### src/rtl/hdmi_audio_pkg.sv
// Shared constants, types and helpers for the HDMI audio sample packer.
// Optional build macro HDMI_AUDIO_CHSTAT_EN (used by the top) selects
// channel-status driven C bits.
package hdmi_audio_pkg;

  localparam logic [7:0]  HB0       = 8'h02;
  localparam int unsigned FRAME_LEN = 192;

  // fs codes as stored in channel-status bits 24..27 (bit 24 = code[0]).
  localparam logic [3:0] FS_CODE_44K1 = 4'b0000;
  localparam logic [3:0] FS_CODE_48K  = 4'b0010;
  localparam logic [3:0] FS_CODE_32K  = 4'b0011;
  localparam logic [3:0] FS_CODE_96K  = 4'b1010;
  localparam logic [3:0] FS_CODE_192K = 4'b1110;
  localparam logic [3:0] FS_CODE_NONE = 4'b0001;

  typedef enum logic [1:0] {IDLE, LOAD, VALID} state_e;

  function automatic logic [3:0] fs_code(input int unsigned rate);
    case (rate)
      32000:   return FS_CODE_32K;
      44100:   return FS_CODE_44K1;
      48000:   return FS_CODE_48K;
      96000:   return FS_CODE_96K;
      192000:  return FS_CODE_192K;
      default: return FS_CODE_NONE;
    endcase
  endfunction

  // Consumer channel-status block: copy permitted, fs code, 16-bit word length.
  function automatic logic chstat_bit(input logic [7:0] idx, input logic [3:0] code);
    logic [191:0] v;
    v          = '0;
    v[2]       = 1'b1;
    v[27:24]   = code;
    v[35:32]   = 4'b0010;
    return v[idx];
  endfunction

  // One 2ch subpacket: 24-bit L, 24-bit R, then {PR,CR,UR,VR,PL,CL,UL,VL}.
  // V and U are always 0, so parity covers the sample bits and C only.
  function automatic logic [55:0] pack_subpacket(input logic [15:0] l, input logic [15:0] r,
                                                 input logic cl, input logic cr);
    logic pl;
    logic pr;
    pl = ^{l, cl};
    pr = ^{r, cr};
    return {pr, cr, 1'b0, 1'b0, pl, cl, 1'b0, 1'b0, r, 8'h00, l, 8'h00};
  endfunction

endpackage

### src/rtl/audio_sample_fifo.sv
// DEPTH x 32 show-ahead FIFO with level output. A push while full is accepted
// only when a pop happens in the same cycle.
module audio_sample_fifo #(
  parameter int unsigned DEPTH = 8
) (
  input  logic                     clk,
  input  logic                     reset_n,
  input  logic                     push,
  input  logic [31:0]              wdata,
  input  logic                     pop,
  output logic [31:0]              rdata,
  output logic [$clog2(DEPTH):0]   level,
  output logic                     full,
  output logic                     empty
);

  localparam int unsigned AW = $clog2(DEPTH);

  logic [31:0]   mem_q [DEPTH];
  logic [AW-1:0] wptr_q;
  logic [AW-1:0] rptr_q;
  logic [AW:0]   level_q;
  logic          do_push;
  logic          do_pop;

  assign empty   = (level_q == '0);
  assign full    = (level_q == (AW + 1)'(DEPTH));
  assign do_pop  = pop & ~empty;
  assign do_push = push & (~full | do_pop);
  assign rdata   = mem_q[rptr_q];
  assign level   = level_q;

  // Pointer and level bookkeeping.
  always_ff @(posedge clk or negedge reset_n) begin
    if (!reset_n) begin
      wptr_q  <= '0;
      rptr_q  <= '0;
      level_q <= '0;
    end else begin
      if (do_push) wptr_q <= wptr_q + 1'b1;
      if (do_pop)  rptr_q <= rptr_q + 1'b1;
      if (do_push && !do_pop)      level_q <= level_q + 1'b1;
      else if (do_pop && !do_push) level_q <= level_q - 1'b1;
    end
  end

  // Sample storage; contents are don't-care until written.
  always_ff @(posedge clk) begin
    if (do_push) mem_q[wptr_q] <= wdata;
  end

endmodule

### src/rtl/hdmi_audio_sample_packer.sv
// Buffers stereo samples and assembles HDMI Audio Sample Packets (layout 0,
// up to 4 samples) on scheduler request. Build macro HDMI_AUDIO_CHSTAT_EN
// drives C bits from the IEC60958 channel-status block; otherwise C=0.
module hdmi_audio_sample_packer
  import hdmi_audio_pkg::*;
#(
  parameter int unsigned DEPTH      = 8,
  parameter int unsigned SAMPLERATE = 192000
) (
  input  logic                     clk,
  input  logic                     reset_n,
  input  logic [15:0]              in_l,
  input  logic [15:0]              in_r,
  input  logic                     in_stb,
  input  logic                     pkt_req,
  input  logic                     pkt_ready,
  output logic                     pkt_valid,
  output logic [23:0]              pkt_hdr,
  output logic [223:0]             pkt_sub,
  output logic [$clog2(DEPTH):0]   fifo_level,
  output logic                     overflow
);

  localparam int unsigned LW = $clog2(DEPTH) + 1;

  // Reject configurations the FIFO pointers and fs table cannot support.
  if (DEPTH < 4 || (DEPTH & (DEPTH - 1)) != 0 || SAMPLERATE == 0) begin : g_bad_cfg
    $error("hdmi_audio_sample_packer: unsupported DEPTH/SAMPLERATE");
  end

  logic [31:0]  fifo_rdata;
  logic         fifo_full;
  logic         fifo_empty;
  logic         fifo_pop;
  state_e       state_q;
  logic [2:0]   n_q;
  logic [1:0]   idx_q;
  logic [7:0]   frame_q;
  logic [23:0]  hdr_q;
  logic [223:0] sub_q;
  logic         valid_q;
  logic         overflow_q;
  logic         c_bit;

  assign fifo_pop = (state_q == LOAD);

  audio_sample_fifo #(
    .DEPTH (DEPTH)
  ) u_fifo (
    .clk     (clk),
    .reset_n (reset_n),
    .push    (in_stb),
    .wdata   ({in_l, in_r}),
    .pop     (fifo_pop),
    .rdata   (fifo_rdata),
    .level   (fifo_level),
    .full    (fifo_full),
    .empty   (fifo_empty)
  );

`ifdef HDMI_AUDIO_CHSTAT_EN
  localparam logic [3:0] FS_CODE = fs_code(SAMPLERATE);
  assign c_bit = chstat_bit(frame_q, FS_CODE);
`else
  assign c_bit = 1'b0;
`endif

  assign pkt_valid = valid_q;
  assign pkt_hdr   = hdr_q;
  assign pkt_sub   = sub_q;
  assign overflow  = overflow_q;

  // Sticky drop flag: a strobe at full with no pop to make room.
  always_ff @(posedge clk or negedge reset_n) begin
    if (!reset_n) begin
      overflow_q <= 1'b0;
    end else if (in_stb && fifo_full && !fifo_pop) begin
      overflow_q <= 1'b1;
    end
  end

  // Packet FSM: latch count, pop into slots, then hold until accepted.
  always_ff @(posedge clk or negedge reset_n) begin
    if (!reset_n) begin
      state_q <= IDLE;
      n_q     <= '0;
      idx_q   <= '0;
      frame_q <= '0;
      hdr_q   <= '0;
      sub_q   <= '0;
      valid_q <= 1'b0;
    end else begin
      case (state_q)
        IDLE: begin
          if (pkt_req && !fifo_empty) begin
            n_q     <= (fifo_level > LW'(3)) ? 3'd4 : 3'(fifo_level);
            idx_q   <= '0;
            sub_q   <= '0;
            hdr_q   <= {16'h0000, HB0};
            state_q <= LOAD;
          end
        end
        LOAD: begin
          sub_q[56 * int'(idx_q) +: 56] <= pack_subpacket(fifo_rdata[31:16], fifo_rdata[15:0],
                                                          c_bit, c_bit);
          hdr_q[8 + int'(idx_q)] <= 1'b1;
          // Block start flag for the sample that opens a 192-frame block.
          if (frame_q == 8'd0) hdr_q[20 + int'(idx_q)] <= 1'b1;
          frame_q <= (frame_q == 8'(FRAME_LEN - 1)) ? 8'd0 : frame_q + 8'd1;
          idx_q   <= idx_q + 2'd1;
          if ({1'b0, idx_q} == n_q - 3'd1) begin
            state_q <= VALID;
            valid_q <= 1'b1;
          end
        end
        VALID: begin
          if (pkt_ready) begin
            state_q <= IDLE;
            valid_q <= 1'b0;
          end
        end
        default: state_q <= IDLE;
      endcase
    end
  end

endmodule

### config.mk
export PLATFORM = sky130hd
export DESIGN_NAME = hdmi_audio_sample_packer
export DESIGN_NICKNAME = d
export VERILOG_FILES = /design/src/rtl/hdmi_audio_pkg.sv /design/src/rtl/audio_sample_fifo.sv /design/src/rtl/hdmi_audio_sample_packer.sv
export SDC_FILE = /design/constraint.sdc
export NUM_CORES = 1
export LEC_CHECK = 0
export ABC_AREA = 1
export CAP_MARGIN = 5
export CORE_MARGIN = 10
export CORE_UTILIZATION = 28
export CTS_CLUSTER_SIZE = 28
export DETAILED_ROUTE_END_ITERATION = 7
export PLACE_DENSITY = 0.47
export SLEW_MARGIN = 20
export SYNTH_ARGS = -nofsm -noshare
export SYNTH_HDL_FRONTEND = slang
export SYNTH_HIERARCHICAL = 1
export SYNTH_SLANG_ARGS = --single-unit
### constraint.sdc
create_clock -name clk -period 3.5 [get_ports clk]
set_input_delay 1.05 -clock clk [delete_from_list [all_inputs] [get_ports clk]]
set_output_delay 1.05 -clock clk [all_outputs]
set_load 0.05 [all_outputs]
==> flow_results.org <==
** Clock tree
- Quantity of gates resized following cts :: 0
- For this design, the sink count on the clock tree is around 520.
- After clock tree synthesis, the setup repair step added 0 buffers.
- Clock-pin slew was measured on the worst setup and hold paths at 0.06 ns.
- Count of H-tree levels built during CTS :: 2
- Root Driver :: clkbuf_16
- Buffers inserted during clock tree synthesis total 58.
- Clock latency reported for the late side of the worst-skew pair :: 0.62 ns
- Counting along the longest clock path gives a buffer depth of 3.
- TritonCTS clock tree :: yes
- Hold repair after CTS inserted 0 buffers.

** Global route
- The first global-routing pass estimated ~110000 um of wire.
- Antenna violations before repair :: 8
- GRT Residual Overflow :: 0
- Largest net degree at the start of global routing :: 113
- Total global-route track usage :: between 10% and 20%
- The number of global-route vias before repair was 16100.

** Die
- Row count :: about 100
- Starting density of the core :: between 20 and 30%
- The die is approximately 300 um wide.
- Die Footprint :: 0.0903 mm2
- Core outline area :: roughly 0.08 mm2
- During I/O placement, the number of pins put on the boundary was 291.
- The floorplan step set the die height to 300 um.

** Route
- For this block, the via count after detailed routing is 16400.
- Detailed Route WL :: between 70000 and 80000 um
- The detail route stage leaves a number of antenna-violating nets equal to 0.
- Routed length per instance :: 20.1 um
- Total iterations of the first detailed-routing run :: 5
- For this run, design rule violations remaining after detail routing come to 0.
- In this run, the number of DRC markers left after iteration 0 of detailed routing was 1142.
- Using the TritonRoute via totals, the vias-per-cell ratio works out to 4.59.

** Synthesis
- For this run, the leading register cell type out of synthesis is dfrtp_1.
- During synthesis, Yosys emitted a total of 6 warnings.
- In this run, distinct cell masters in the synthesized netlist total 44.
- After synthesis, the share of flip-flops with an asynchronous set or reset is 50.4%.
- The biggest area contributor in the post-synthesis netlist is edfxtp_1.
- Top cells by area, synth :: edfxtp_1, dfrtp_1, nand2_1
- Yosys mapped a number of flops with a built-in enable equal to ~260.
- The cell count after synthesis came out at approximately 2200.
- Summing every instance area after synthesis gives between 0.02 and 0.025 mm2.
- Summing the sequential cell areas from Yosys gives 64.4% of the chip area.
- Portion of synthesized cell area occupied by the leading cell type :: 34.9%
- Average cell area after synthesis :: between 9 and 10 um2
- Number of synthesized register bits :: 516

** Timing
- Hold timing on the final database bottoms out at a slack of 0.417 ns.
- For the final database, setup skew stands at 0.0259 ns.
- Setup slack on the critical path of the routed design comes to between 0.3 and 0.4 ns.
- Period Utilization, post-route :: 89.3%
- Timing would allow up to approximately 320 MHz.
- The number of failing hold endpoints at the final stage was 0.
- The clock period could shrink to 3.13 ns.
- Slew headroom :: 37.6%
- At the pin with the least slew margin, the transition time is 0.935 ns.
- Fin. max-slew vios :: 0
- Setup repair after global routing missed its margin :: false
- Final setup fails :: 0

** Outcome
- Result of the run :: completed

** Cells and area
- Most frequent cells in the layout :: nand2_1, clkdlybuf4s50_1, dfrtp_1, edfxtp_1, nor2_1
- Compared with the post-synthesis result, the final layout area differs by 26.8%.
- Most common cell after layout, fill and taps aside :: nand2_1
- The filler cells instantiated in the layout total approximately 7700.
- In the final layout, the share of cells above drive strength 1 is under 10%.
- Inserted Diodes :: 0
- Final Net Count :: around 2500

** Critical path
- Start of the worst register-to-register path :: u_fifo/rptr_q[0]
- Reg-to-reg slack, setup :: between 0.3 and 0.4 ns
- STA classifies the critical path startpoint as a flip-flop.
- STA classifies the critical path endpoint as a flip-flop.
- Counting cells, the worst reg-to-reg path comes to 19.
- Reg-to-reg endpoint :: pkt_sub[27]
- Data on the critical path is required at its endpoint by 4.00 ns.
- Class of the most critical setup path :: reg2reg
- Arrival time at the worst endpoint :: ~3.6 ns
- Critical path fanouts, max :: 112

** Pwr
- In this run the static leakage power is about 0.012 uW.
- Across the VDD grid, the largest voltage drop is 0.509 mV.
- Dividing total power by cell area gives a power density of 1020 mW/mm2.

** Place
- Global placement routability congestion :: between 0.8 and 0.9
- Count of input and output buffers :: 275
- OpenSTA, run right after detailed placement, puts the worst setup slack at 0.130 ns.
- Summed over all nets, the half-perimeter wirelength after detailed placement is 48800 um.

** Run
- Max-cap violations in this run came to 0.

** Hold path
- Tightest Hold Check Type :: in2async
-- routing by layer --
layer / vias to the layer above / track usage [%] / share of wire (%)
li1: 7836 / - / -
met1: 7975 / 19.5 / 43
met2: 465 / 25.9 / 48
met3: 115 / 3.79 / 6.5
met4: 16 / 4.12 / 2.4
met5: - / 0 / 0.15
-- metrics by stage --
stage	setup TNS, ns	util, %	instances	power, uW	cell area, um2
2_1_floorplan	-48.99	-	2236	17300	22100
3_5_place_dp	0	33.6	3475	22800	26100
6_report	0	35.9	3578	28400	27900
4_1_cts	0	35.9	3578	28700	27900
3_3_place_gp	0	33.6	3475	22600	26100
5_1_grt	0	35.9	3578	30300	27900
-- area by class of cell --
cell class	instances	area (um2)	area share, %
Clock inverter	24	184	0.659
Inverter	163	612	2.19
Clock buffer	79	1610	5.77
Multi-Input combinational cell	1427	6620	23.7
Sequential cell	516	14200	50.8
Tap cell	1040	1300	4.66
Timing Repair Buffer	329	3400	12.2
-- worst max-delay path, cell delays in order, from the launching register on --
cell,delay (ns)
dfrtp_4,0.44
buf_12,0.40
nor2_1,0.10
nor2_1,0.09
o21ai_0,0.08
nand2_1,0.08
nand2_1,0.05
nand2_1,0.34
inv_1,0.16
nand2_1,0.14
nand2_1,0.05
nand2_1,0.08
nand2_1,0.08
nand3b_1,0.18
nand3b_1,0.09
nand2_1,0.18
nand2_1,0.13
nand3_1,0.08
nand2_1,0.12
nand2_1,0.06
-- logic make-up (layout without fill, tap and decap cells) --
kind of cell / count (synthesis) / after routing / synth area share [%]
other: 1 / 15 / 0.0170
and+or+nand+nor: 984 / 984 / 17.7
DFF: 516 / 516 / 64.4
xor gates and xnor gates: 25 / 25 / 0.994
buffers and inverters: 293 / 595 / 6.03
AOI/OAI and AO/OA: 388 / 388 / 9.95
adders and majority gates: 15 / 15 / 0.886
-- registers in the layout, summed over array words and instances, names as in the netlist --
signal,count
u_fifo/mem_q,256
overflow,1
u_fifo/rptr_q,3
u_fifo/level,4
n_q,3
idx_q,2
frame_q,8
state_q,2
pkt_valid,1
u_fifo/wptr_q,3
pkt_sub,224
pkt_hdr,9
-- power by group --
part	total [uW]	switching (uW)	internal, uW
registers	7920	537	7380
logic	14700	10700	4030
clock network	5780	2440	3350
total	28400	13600	14800
-- cells in the mapped netlist (8+ instances only) --
cell type  instances
a21oi_1           10
xnor2_1           14
nor2_1           253
buf_2             49
edfxtp_1         256
o21ai_1           70
inv_2             12
o21ai_0          228
buf_4             25
nand3_1           52
xor2_1            11
clkbuf_1          39
o22ai_1           14
inv_1            150
o21ai_2           16
ha_1              14
a32o_1            13
dfrtp_1          260
a22o_1             8
nand2_1          642
nor3_1            10
-- worst max-delay path by stage --
stage	from	endpoint	slack [ns]	depth (start not counted)
global placement	pkt_req	pkt_sub[54]	0.18	9
floorplan	in_stb	u_fifo/mem_q[5][0]	-0.38	2
global route	u_fifo/rptr_q[0]	pkt_sub[27]	0.13	19
CTS	u_fifo/level[0]	fifo_level[0]	0.37	1
detailed placement	pkt_req	pkt_sub[28]	0.13	9
finish	u_fifo/rptr_q[0]	pkt_sub[27]	0.37	19
Note: power is estimated with default switching activity, not from simulation.
